<file path="src/rtl/btn_conditioner.sv">
// Push-button conditioning: two-flop synchronizer plus a debounce FSM per channel.
// The FSM produces a clean level, press/release pulses and auto-repeat pulses.
module btn_conditioner #(
    parameter int unsigned N_BTN           = 5,
    parameter int unsigned DEBOUNCE_CYCLES = 1_000_000,
    parameter int unsigned REPEAT_DELAY    = 50_000_000,
    parameter int unsigned REPEAT_PERIOD   = 10_000_000,
    parameter bit          REPEAT_EN       = 1'b1
) (
    input  logic             clk,
    input  logic             rst,
    input  logic [N_BTN-1:0] btn_in,
    output logic [N_BTN-1:0] btn_level,
    output logic [N_BTN-1:0] btn_press,
    output logic [N_BTN-1:0] btn_release,
    output logic [N_BTN-1:0] btn_repeat,
    output logic [N_BTN-1:0] btn_step
);

    localparam int unsigned MAX_DR  = (DEBOUNCE_CYCLES > REPEAT_DELAY) ? DEBOUNCE_CYCLES : REPEAT_DELAY;
    localparam int unsigned CNT_MAX = (MAX_DR > REPEAT_PERIOD) ? MAX_DR : REPEAT_PERIOD;
    localparam int unsigned CW      = $clog2(CNT_MAX);

    localparam logic [CW-1:0] DEB_LAST = CW'(DEBOUNCE_CYCLES - 1);
    localparam logic [CW-1:0] DLY_LAST = CW'(REPEAT_DELAY - 1);
    localparam logic [CW-1:0] PER_LAST = CW'(REPEAT_PERIOD - 1);

    typedef enum logic [2:0] {
        ST_IDLE,
        ST_WAIT_PRESS,
        ST_HELD,
        ST_REPEAT,
        ST_WAIT_RELEASE
    } state_t;

    logic [N_BTN-1:0] r_sync1;
    logic [N_BTN-1:0] r_sync2;

    always_ff @(posedge clk) begin
        if (rst) begin
            r_sync1 <= '0;
            r_sync2 <= '0;
        end else begin
            r_sync1 <= btn_in;
            r_sync2 <= r_sync1;
        end
    end

    for (genvar g = 0; g < N_BTN; g++) begin : g_chan
        state_t        r_state;
        state_t        w_state_nxt;
        logic [CW-1:0] r_cnt;
        logic [CW-1:0] w_cnt_nxt;
        logic          r_level;
        logic          r_press;
        logic          r_release;
        logic          r_repeat;
        logic          r_step;
        logic          w_level_nxt;
        logic          w_press_nxt;
        logic          w_release_nxt;
        logic          w_repeat_nxt;
        logic          w_sync;

        assign w_sync = r_sync2[g];

        always_ff @(posedge clk) begin
            if (rst) begin
                r_state   <= ST_IDLE;
                r_cnt     <= '0;
                r_level   <= 1'b0;
                r_press   <= 1'b0;
                r_release <= 1'b0;
                r_repeat  <= 1'b0;
                r_step    <= 1'b0;
            end else begin
                r_state   <= w_state_nxt;
                r_cnt     <= w_cnt_nxt;
                r_level   <= w_level_nxt;
                r_press   <= w_press_nxt;
                r_release <= w_release_nxt;
                r_repeat  <= w_repeat_nxt;
                r_step    <= w_press_nxt | w_repeat_nxt;
            end
        end

        always_comb begin
            w_state_nxt   = r_state;
            w_cnt_nxt     = r_cnt + 1'b1;
            w_level_nxt   = r_level;
            w_press_nxt   = 1'b0;
            w_release_nxt = 1'b0;
            w_repeat_nxt  = 1'b0;
            unique case (r_state)
                ST_IDLE: begin
                    w_cnt_nxt = '0;
                    if (w_sync) w_state_nxt = ST_WAIT_PRESS;
                end
                ST_WAIT_PRESS: begin
                    if (!w_sync) begin
                        w_state_nxt = ST_IDLE;
                        w_cnt_nxt   = '0;
                    end else if (r_cnt == DEB_LAST) begin
                        w_state_nxt = ST_HELD;
                        w_cnt_nxt   = '0;
                        w_level_nxt = 1'b1;
                        w_press_nxt = 1'b1;
                    end
                end
                ST_HELD: begin
                    if (!w_sync) begin
                        w_state_nxt = ST_WAIT_RELEASE;
                        w_cnt_nxt   = '0;
                    end else if (REPEAT_EN && (r_cnt == DLY_LAST)) begin
                        w_state_nxt  = ST_REPEAT;
                        w_cnt_nxt    = '0;
                        w_repeat_nxt = 1'b1;
                    end
                end
                ST_REPEAT: begin
                    if (!w_sync) begin
                        w_state_nxt = ST_WAIT_RELEASE;
                        w_cnt_nxt   = '0;
                    end else if (r_cnt == PER_LAST) begin
                        w_cnt_nxt    = '0;
                        w_repeat_nxt = 1'b1;
                    end
                end
                ST_WAIT_RELEASE: begin
                    // A return to 1 restarts the hold timing without a new press.
                    if (w_sync) begin
                        w_state_nxt = ST_HELD;
                        w_cnt_nxt   = '0;
                    end else if (r_cnt == DEB_LAST) begin
                        w_state_nxt   = ST_IDLE;
                        w_cnt_nxt     = '0;
                        w_level_nxt   = 1'b0;
                        w_release_nxt = 1'b1;
                    end
                end
                default: begin
                    w_state_nxt = ST_IDLE;
                    w_cnt_nxt   = '0;
                end
            endcase
        end

        assign btn_level[g]   = r_level;
        assign btn_press[g]   = r_press;
        assign btn_release[g] = r_release;
        assign btn_repeat[g]  = r_repeat;
        assign btn_step[g]    = r_step;
    end

endmodule

</file>
<file path="config.mk">
export PLATFORM = sky130hd
export DESIGN_NAME = btn_conditioner
export DESIGN_NICKNAME = d
export VERILOG_FILES = /design/src/rtl/btn_conditioner.sv
export SDC_FILE = /design/constraint.sdc
export NUM_CORES = 1
export LEC_CHECK = 0
export CAP_MARGIN = 10
export CORE_MARGIN = 2
export CORE_UTILIZATION = 55
export DETAILED_ROUTE_END_ITERATION = 6
export PLACE_DENSITY = 0.77
export RECOVER_POWER = 25
export SLEW_MARGIN = 20
export SYNTH_ARGS = -nofsm -noshare
export SYNTH_HDL_FRONTEND = slang
export SYNTH_SLANG_ARGS = --single-unit
</file>
<file path="constraint.sdc">
create_clock -name clk -period 5.3 [get_ports clk]
set_input_delay 1.325 -clock clk [delete_from_list [all_inputs] [get_ports clk]]
set_output_delay 1.325 -clock clk [all_outputs]
set_load 0.02 [all_outputs]
</file>
==> reports/results.tsv <==
stage	metric	value	unit
outcome	run_status	completed	
detailed_routing	via_count	6878	
timing	worstMarginPinSlew	998	ps
die	num_io_pins	32	
cts	cts_setup_buffers	0	
timing	setup_viol	0	
cts	clock_latency	430	ps
worst_setup_path	worstPathRequired	5580	ps
timing	min_period	3510	ps
worst_setup_path	timing.rr.end	g_chan[3].r_cnt[20]$_SDFF_PP0_	
global_routing	grt_pass1_vias	6355	
power_and_ir_drop	switching_share	0.210	
detailed_routing	ant_nets	0	
die	rows	45	
global_routing	grt_max_degree	27	
final_layout	fin_nets	1003	
detailed_routing	wire_per_inst	13.9	um
logic_synthesis	ys_types	62	
logic_synthesis	netlist_area	8610	um2
logic_synthesis	synth_area_per_cell	8.59	um2
timing	max_freq	285	MHz
cts	h-tree-depth	4	
detailed_routing	drc	0	
cts	postCtsHoldBufs	0	
power_and_ir_drop	finalPower	2.59	mW
hold_path	hp-start	r_sync1[2]$_SDFF_PP0_	
detailed_routing	drt-pass1-iter-count	5	
logic_synthesis	async_flop_share	0	
hold_path	hp-class	flip-flop to flip-flop	
final_layout	drive_gt1_frac	0.0448	
hold_path	min_to	r_sync2[2]$_SDFF_PP0_	
cts	cts.clk_slew.worst_paths	70	ps
placement	portBuffers	31	
run	max_cap_viol_count	0	
cts	clock-sinks	180	
die	die_w	129	um
detailed_routing	top_layer_used	met4	
die	start_util	0.564	
cts	cts_buffers	17	
detailed_routing	viasPerCell	5.66	
global_routing	grt_pass1_wl	29.3	mm
power_and_ir_drop	switching_power	0.545	mW
cts	clockBufferDepth	2	
timing	slew_viol_final	0	
final_layout	final_cell_mix	180 x dfxtp_1, 156 x nor2_1, 59 x xnor2_1, 58 x xor2_1, 57 x nand3_1	
timing	finClkSkew	7.89	ps
worst_setup_path	rr_worst_depth	5	
die	dieArea	16700	um2
worst_setup_path	worstPathMaxFanout	26	
power_and_ir_drop	p_comb_frac	0.011	
timing	hold_violations	0	
timing	tns	0	ps
power_and_ir_drop	p_leak	2.80	nW
placement	globalplace.congestion	0.819	
power_and_ir_drop	p_per_area	275	nW/um2
logic_synthesis	synthCells	1002	
worst_setup_path	start_kind	input pin	
cts	cts_tree	yes	
detailed_routing	drtIter0Drc	441	
worst_setup_path	reg2reg_slack	2480	ps
logic_synthesis	synth_ff_type	dfxtp_1	
die	die_y	129	um
die	core_area	15300	um2
worst_setup_path	cp-end-kind	flip-flop	
power_and_ir_drop	internal-power	2.05	mW
logic_synthesis	yosys_warnings	0	
timing	rsz0062_at_grt	false	
placement	dp_hpwl	11.4	mm
logic_synthesis	synth.net_count	1014	
worst_setup_path	critPathArrivalTime	3790	ps
timing	period_share	0.663	
detailed_routing	wirelength	16.8	mm
final_layout	diodes	0	
global_routing	grt_use_total	0.213	
power_and_ir_drop	power_frac_seq	0.527	
timing	relSlewSlack	0.329	
global_routing	antenna_found_initial	0	
detailed_routing	met2_length	7.98	mm
logic_synthesis	ys_seq_elements	180	
logic_synthesis	seq_area_frac_synth	0.418	
cts	ctsResizeCount	0	
power_and_ir_drop	peakVddDrop	0.242	mV
cts	cts_root_buf	clkbuf_16	
power_and_ir_drop	pwr-share-clk	0.462	
logic_synthesis	synth_edf_count	0	
worst_setup_path	worstReg2RegStart	g_chan[3].r_cnt[17]$_SDFF_PP0_	
final_layout	layout_commonest_cell	dfxtp_1	
detailed_routing	wl_met1	7.95	mm
detailed_routing	met3_length	685	um
global_routing	grt-ovfl-total	0	
final_layout	area_growth	9.53	%
worst_setup_path	critPathKind	input pin to flip-flop	
hold_path	whs_path_depth	1	
layout make-up:
class | instances | area, um2
Clock buffer | 22 | 464
Clock inverter | 10 | 101
Fill cell | 1302 | 5830
Inverter | 22 | 82.6
Multi-Input combinational cell | 736 | 4590
Sequential cell | 180 | 3600
Tap cell | 211 | 264
Timing Repair Buffer | 34 | 325
per-stage QoR:
step                      instances  utilization  worst slack [ps]  cell area (um2)  hold slack (ps)
final                          1215        0.618              1790             9430              445
after floorplan                1002            -              2650             8610              414
after global placement         1183        0.580              1540             8860              421
after detailed placement       1183        0.580              1510             8860              432
after CTS                      1215        0.617              1950             9420              447
after global routing           1215        0.618              1550             9430              465
metal layers:
metal / GRT usage / vias up
met5: 0 / -
met4: 0.0697 / 0
met3: 0.0516 / 22
met2: 0.346 / 148
met1: 0.278 / 3201
li1: - / 3507
flip-flops by register name (all words and copies together), names as in the netlist:
signal,flops
g_chan.r_cnt,130
g_chan.r_level,5
g_chan.r_press,5
g_chan.r_release,5
g_chan.r_repeat,5
g_chan.r_state,15
g_chan.r_step,5
r_sync1,5
r_sync2,5
worst max path at each step:
stage | start | endpoint | slack (ps) | depth (start not counted)
2_1_floorplan | rst | g_chan[1].r_cnt[17]$_SDFF_PP0_ | 2650 | 6
3_3_place_gp | rst | g_chan[0].r_cnt[8]$_SDFF_PP0_ | 1540 | 6
3_5_place_dp | rst | g_chan[1].r_cnt[2]$_SDFF_PP0_ | 1510 | 5
4_1_cts | rst | g_chan[1].r_cnt[16]$_SDFF_PP0_ | 1950 | 5
5_1_grt | rst | g_chan[0].r_cnt[2]$_SDFF_PP0_ | 1550 | 6
6_report | rst | g_chan[0].r_cnt[6]$_SDFF_PP0_ | 1790 | 6
power by group through the flow:
stage	clock, mW	combinational [mW]	sequential [mW]
6_report	1.20	0.0286	1.37
5_1_grt	1.28	0.0318	1.37
4_1_cts	1.22	0.0296	1.37
3_5_place_dp	0	0.0295	1.40
3_3_place_gp	0	0.0293	1.40
2_1_floorplan	0	0.0213	1.39
logic make-up after synthesis:
family | synth area share
compound gates | 0.0773
flops | 0.418
simple gates | 0.325
mux | 0.00131
fa+ha+maj | 0.00727
buf+inv | 0.0511
xor+xnor | 0.119
synth_stat cells, drive strengths merged (9+ instances only):
library cell    n  area, um2
a21oi          14       70.1
nor2b          22        138
xor2           58        508
o21ai          11       55.1
nand3          57        285
dfxtp         180       3600
nor2          156        586
nand2          55        206
nor3           44        220
and3           23        144
xnor2          59        517
nor4b          12        105
or4             9       67.6
clkbuf         27        101
nor3b           9       67.6
a211oi         26        195
inv            22       82.6
and4           17        149
buf            37        256
nor4bb         11        110
nor4           24        150
nand4          44        275
worst max-delay path, stage by stage:
cell and delay, ps:
dlygate4sd3_1 1030, clkbuf_1 390, nor2_1 70, o21ai_0 90, o22a_1 760, nor2_1 120
Note: power is estimated with default switching activity, not from simulation.
